File: src/rtl/mips_cpu_muldiv_pkg.sv
// Shared definitions for the multi-cycle HI/LO multiply/divide unit:
// MIPS function codes, the control state type and an opcode decode helper.
package mips_cpu_muldiv_pkg;

  localparam logic [5:0] FN_MTHI  = 6'b010001;
  localparam logic [5:0] FN_MTLO  = 6'b010011;
  localparam logic [5:0] FN_MULT  = 6'b011000;
  localparam logic [5:0] FN_MULTU = 6'b011001;
  localparam logic [5:0] FN_DIV   = 6'b011010;
  localparam logic [5:0] FN_DIVU  = 6'b011011;

  typedef enum logic [1:0] {
    IDLE = 2'd0,
    RUN  = 2'd1,
    FIX  = 2'd2
  } muldiv_state_t;

  // True for the four codes that launch a multi-cycle operation
  function automatic logic isMulDiv(input logic [5:0] fn);
    return (fn == FN_MULT) || (fn == FN_MULTU) || (fn == FN_DIV) || (fn == FN_DIVU);
  endfunction

  // True for the codes that treat their operands as two's complement
  function automatic logic isSignedOp(input logic [5:0] fn);
    return (fn == FN_MULT) || (fn == FN_DIV);
  endfunction

endpackage

File: src/rtl/mips_cpu_muldiv.sv
// Multi-cycle multiply/divide unit owning HI/LO.
// MULT/MULTU/DIV/DIVU run on operand magnitudes (shift-add multiply,
// restoring divide), one bit per cycle, then a FIX cycle applies the sign
// correction and writes HI/LO. MTHI/MTLO write directly while idle.
module mips_cpu_muldiv
  import mips_cpu_muldiv_pkg::*;
#(
  parameter int WIDTH = 32
) (
  input  logic             clk,
  input  logic             reset,
  input  logic             start,
  input  logic [5:0]       op,
  input  logic [WIDTH-1:0] a,
  input  logic [WIDTH-1:0] b,
  output logic             busy,
  output logic             done,
  output logic [WIDTH-1:0] hi,
  output logic [WIDTH-1:0] lo
);

  localparam int CW = $clog2(WIDTH + 1);
  localparam logic [CW-1:0] CNT_LAST = CW'(WIDTH - 1);

  // Magnitude of a two's complement value; the most negative value maps to
  // 2^(WIDTH-1), which still fits because the result is read as unsigned.
  function automatic logic [WIDTH-1:0] magnitude(input logic [WIDTH-1:0] x);
    return x[WIDTH-1] ? -x : x;
  endfunction

  function automatic logic [WIDTH-1:0] negW(input logic [WIDTH-1:0] x);
    return -x;
  endfunction

  function automatic logic [2*WIDTH-1:0] neg2W(input logic [2*WIDTH-1:0] x);
    return -x;
  endfunction

  muldiv_state_t    state_q, state_d;
  logic [CW-1:0]    cnt_q, cnt_d;
  logic [WIDTH-1:0] hi_q, hi_d;
  logic [WIDTH-1:0] lo_q, lo_d;
  logic             busy_q, busy_d;
  logic             done_q, done_d;

  // acc: upper product half (multiply) or partial remainder (divide)
  // low: multiplier shifting out / quotient shifting in
  // opnd: multiplicand or divisor magnitude
  logic [WIDTH:0]   acc_q, acc_d;
  logic [WIDTH-1:0] low_q, low_d;
  logic [WIDTH-1:0] opnd_q, opnd_d;
  logic [WIDTH-1:0] aRaw_q, aRaw_d;
  logic             isDiv_q, isDiv_d;
  logic             negQ_q, negQ_d;
  logic             negRem_q, negRem_d;
  logic             divZero_q, divZero_d;

  logic             signedOp;
  logic [WIDTH-1:0] addend;
  logic [WIDTH:0]   sum;
  logic [WIDTH:0]   shifted;
  logic [WIDTH+1:0] diff;
  logic             ge;
  logic [2*WIDTH-1:0] prod;

  // Next-state, datapath step and write-back for the IDLE/RUN/FIX sequence
  always_comb begin
    state_d   = state_q;
    cnt_d     = cnt_q;
    hi_d      = hi_q;
    lo_d      = lo_q;
    done_d    = 1'b0;
    acc_d     = acc_q;
    low_d     = low_q;
    opnd_d    = opnd_q;
    aRaw_d    = aRaw_q;
    isDiv_d   = isDiv_q;
    negQ_d    = negQ_q;
    negRem_d  = negRem_q;
    divZero_d = divZero_q;
    signedOp  = isSignedOp(op);
    addend    = low_q[0] ? opnd_q : '0;
    sum       = acc_q + {1'b0, addend};
    shifted   = {acc_q[WIDTH-1:0], low_q[WIDTH-1]};
    diff      = {1'b0, shifted} - {2'b00, opnd_q};
    ge        = ~diff[WIDTH+1];
    prod      = {acc_q[WIDTH-1:0], low_q};

    unique case (state_q)
      IDLE: begin
        if (start) begin
          if (isMulDiv(op)) begin
            state_d   = RUN;
            cnt_d     = '0;
            acc_d     = '0;
            isDiv_d   = (op == FN_DIV) || (op == FN_DIVU);
            low_d     = signedOp ? magnitude(a) : a;
            opnd_d    = signedOp ? magnitude(b) : b;
            negQ_d    = signedOp & (a[WIDTH-1] ^ b[WIDTH-1]);
            negRem_d  = signedOp & a[WIDTH-1];
            divZero_d = (b == '0);
            aRaw_d    = a;
          end else if (op == FN_MTHI) begin
            hi_d = a;
          end else if (op == FN_MTLO) begin
            lo_d = a;
          end
        end
      end

      RUN: begin
        if (isDiv_q) begin
          acc_d = ge ? diff[WIDTH:0] : shifted;
          low_d = {low_q[WIDTH-2:0], ge};
        end else begin
          acc_d = {1'b0, sum[WIDTH:1]};
          low_d = {sum[0], low_q[WIDTH-1:1]};
        end
        cnt_d = cnt_q + CW'(1);
        if (cnt_q == CNT_LAST) begin
          state_d = FIX;
        end
      end

      FIX: begin
        state_d = IDLE;
        done_d  = 1'b1;
        cnt_d   = '0;
        if (isDiv_q) begin
          if (divZero_q) begin
            lo_d = '1;
            hi_d = aRaw_q;
          end else begin
            lo_d = negQ_q ? negW(low_q) : low_q;
            hi_d = negRem_q ? negW(acc_q[WIDTH-1:0]) : acc_q[WIDTH-1:0];
          end
        end else begin
          if (negQ_q) begin
            prod = neg2W({acc_q[WIDTH-1:0], low_q});
          end
          hi_d = prod[2*WIDTH-1:WIDTH];
          lo_d = prod[WIDTH-1:0];
        end
      end

      default: begin
        state_d = IDLE;
      end
    endcase

    busy_d = (state_d != IDLE);
  end

  // State and datapath registers; reset aborts any operation in flight
  always_ff @(posedge clk or negedge reset) begin
    if (!reset) begin
      state_q   <= IDLE;
      cnt_q     <= '0;
      hi_q      <= '0;
      lo_q      <= '0;
      busy_q    <= 1'b0;
      done_q    <= 1'b0;
      acc_q     <= '0;
      low_q     <= '0;
      opnd_q    <= '0;
      aRaw_q    <= '0;
      isDiv_q   <= 1'b0;
      negQ_q    <= 1'b0;
      negRem_q  <= 1'b0;
      divZero_q <= 1'b0;
    end else begin
      state_q   <= state_d;
      cnt_q     <= cnt_d;
      hi_q      <= hi_d;
      lo_q      <= lo_d;
      busy_q    <= busy_d;
      done_q    <= done_d;
      acc_q     <= acc_d;
      low_q     <= low_d;
      opnd_q    <= opnd_d;
      aRaw_q    <= aRaw_d;
      isDiv_q   <= isDiv_d;
      negQ_q    <= negQ_d;
      negRem_q  <= negRem_d;
      divZero_q <= divZero_d;
    end
  end

  assign busy = busy_q;
  assign done = done_q;
  assign hi   = hi_q;
  assign lo   = lo_q;

endmodule

File: config.mk
export PLATFORM = sky130hd
export DESIGN_NAME = mips_cpu_muldiv
export DESIGN_NICKNAME = d
export VERILOG_FILES = /design/src/rtl/mips_cpu_muldiv_pkg.sv /design/src/rtl/mips_cpu_muldiv.sv
export SDC_FILE = /design/constraint.sdc
export NUM_CORES = 1
export LEC_CHECK = 0
export CAP_MARGIN = 20
export CORE_MARGIN = 2
export CORE_UTILIZATION = 60
export DETAILED_ROUTE_END_ITERATION = 6
export GPL_TIMING_DRIVEN = 0
export PLACE_DENSITY = 0.83
export SETUP_SLACK_MARGIN = 0.3
export SYNTH_ARGS = -nofsm -noshare
export SYNTH_HDL_FRONTEND = slang
export SYNTH_SLANG_ARGS = --single-unit
File: constraint.sdc
create_clock -name clk -period 4.4 [get_ports clk]
set_input_delay 0.44 -clock clk [delete_from_list [all_inputs] [get_ports clk]]
set_output_delay 0.44 -clock clk [all_outputs]
set_load 0.01 [all_outputs]
==> flow_summary.ini <==
[route]
via_per_inst = 6.38
drc = 2
ant_nets = 0
drt_iter0_drc = 2051
first_pass_iters = 7
via_count = 17672
wire_per_inst_um = 21.9
totalWireLength_mm = 60.6

[sta]
fin_ws_ps = 403
fin_skew_ps = 13.8
finalCritPeriodShare_pct = 90.8
post-route-min-period_ps = 4000
drv_slew = 0
fmax_mhz = 250
worst_pin_slew_ps = 1070
max_slew_margin_pct = 29.0
hold_violations = 0
finalSetupViolations = 0
grt_setup_unrepaired = no

[critical_path]
worstSetupPathType = reg -> reg
cp.arrival_ps = 4440
ff2ff_setup_slack_ps = 400
cp.required_ps = 4840
cp-start-kind = flop
crit_fanout = 10
endpoint_kind = flop

[yosys]
synth_nets = 2355
seq_area_frac_synth_pct = 30.9
yosysWarnings = 0
synthSimpleGateAreaFrac_pct = 21.1
synthFlopType = dfrtp_1
synth_compound_area_share_pct = 23.7
syn_area_um2 = 16800
synth_edf_count = 0
yosys.area_share.adder_pct = 5.61
synth_cell_type_count = 73
avgSynthCellArea_um2 = 7.59
synth_xor_xnor_area_share_pct = 10.3
synth_area_leaders = dfrtp_1 31%, nand2_1 8.8%, o21ai_0 8.3%, xnor2_1 6.4%, ha_1 5.4%
async_reset_ff_share_pct = 100
syn_inst = 2208
synthMuxAreaShare_pct = 3.13
ys_seq_elements = 207
synth.largest_area_cell = dfrtp_1
synth_top_family_by_area = compound AO/OA/AOI/OAI gates
netlist.area_leader.share_pct = 30.9

[cts]
cts-root-buf = clkbuf_16
htreeDepth = 1
cts_tree = yes
clkLatencyLatePin_ps = 530
cts_buffer_depth = 3
cts_buffers = 25
clk_pin_slew_ps = 60
cts_sinks = 207

[global_routing]
grt_max_degree = 114
grt_overflow_total = 0
antenna_found_initial = 1
grt_pass1_wl_mm = 92.1
grt_pass1_vias = 16763
grt_usage_pct = 40.9

[pwr]
peakVddDrop_uv = 300
p_per_area_nw_per_um2 = 471
leakagePower_nw = 8.22

[floorplanning]
pin_count = 139
rows = 61
die_area_um2 = 29300
core_region_area_um2 = 27600
initial_core_util_pct = 60.7
die_x_um = 171
die_h_um = 171

[cells_and_area]
nFillCells = 2281
diodes = 0
finalInstanceArea_um2 = 19500
area_delta_synth_final_pct = 16.2
final_common_cell = nand2_1
final_cell_mix = 395 x nand2_1, 279 x o21ai_0, 207 x dfrtp_1, 157 x a21oi_1, 145 x clkbuf_1
finalNetCount = 2519
drive_gt1_share_pct = 3.35

[flow_run]
max_cap_viol_count = 0

[placed_design]
hpwl_mm = 46.3
port-buffer-count = 133
gp_congestion = 0.976
dp_slack_ps = -207
dpl_cell_area_um2 = 18600

[outcome]
status = finished with violations
violations = DRC

[worst_hold_path]
holdCritPathClass = in -> reg
cell families after synthesis:
| family | after synthesis |
|---|---|
| xor+xnor | 198 |
| compound gates | 673 |
| flops | 207 |
| buf+inv | 230 |
| mux | 52 |
| fa+ha+maj | 74 |
| simple gates | 774 |
routing by layer:
metal	GRT usage [%]	wire length (µm)	up-vias	share of wire, %
li1	-	-	8136	-
met3	6.52	5450	245	9.0
met2	68.7	28300	1038	47
met1	48.7	22700	8253	38
met4	26.4	4140	0	6.8
met5	0	0	-	0
final cells by class:
type                       instances  area (µm²)  share of cell area [%]
buffer                           161         633                    3.25
inverter                          69         259                    1.33
clock inverter                     7        62.6                   0.321
sequential                       207        5180                    26.6
multi-input combinational       1771       10700                    55.0
timing repair buffer             137        1390                    7.13
tap                              378         473                    2.43
clock buffer                      38         764                    3.92
cell usage after synthesis, drive strengths merged, types with 36 or more instances:
cell type    n
nand2      395
o21ai      289
dfrtp      207
a21oi      157
clkbuf     148
nor2       135
xnor2      123
xor2        75
ha          72
inv         68
mux2i       48
o22ai       39
nor3        36
flip-flops by register name (all words and copies together), names as in the netlist:
| signal | count |
|---|---|
| lo | 32 |
| busy | 1 |
| isDiv_q | 1 |
| done | 1 |
| hi | 32 |
| cnt_q | 6 |
| low_q | 32 |
| negQ_q | 1 |
| divZero_q | 1 |
| state_q | 2 |
| acc_q | 33 |
| opnd_q | 32 |
| negRem_q | 1 |
| aRaw_q | 32 |
critical path, stage by stage, from the launching register on:
cell and delay, ps:
dfrtp_1 500, inv_1 290, ha_1 250, nor2b_1 70
o2111a_1 300, o2111ai_1 430, nand2_1 270, a31oi_2 460
clkbuf_1 700, nand2_1 120, o211ai_1 140, o21ai_0 140
o21ai_0 210
stage by stage:
stage	power [mW]	hold slack, ps	util, %	TNS, ps	instances
final	9.18	294	70.5	0	2768
after global routing	9.65	331	70.5	0	2768
after CTS	9.00	267	70.5	0	2767
after detailed placement	6.90	463	67.4	-1320	2721
after global placement	6.83	460	67.2	-1189560	2719
after floorplan	5.53	144	-	0	2208
power breakdown:
| part | switching [mW] | total, mW | internal (mW) |
|---|---|---|---|
| Clock | 0.853 | 2.10 | 1.25 |
| Combinational | 2.90 | 4.54 | 1.64 |
| Sequential | 0.344 | 2.54 | 2.20 |
| Total | 4.09 | 9.18 | 5.09 |
repair_timing:
item,in CTS,in global routing
endpoints found under the setup margin,31,29
endpoints found under the hold margin,68,0
buffers inserted,0,1
hold buffers,1,0
pin swaps,0,1
gates resized for setup,6,11
cloned,0,0
worst paths after layout:
check                                  end  depth (start not counted)  startpoint
worst min register to register      lo[20]                          2      lo[20]
max in group asynchronous           hi[31]                          3       reset
min in group asynchronous         cnt_q[3]                          2       reset
worst min-delay path            aRaw_q[16]                          3       a[16]
worst max register to register    acc_q[4]                         12   low_q[31]
worst max-delay path              acc_q[4]                         12   low_q[31]
(Power assumes the default switching activity.)
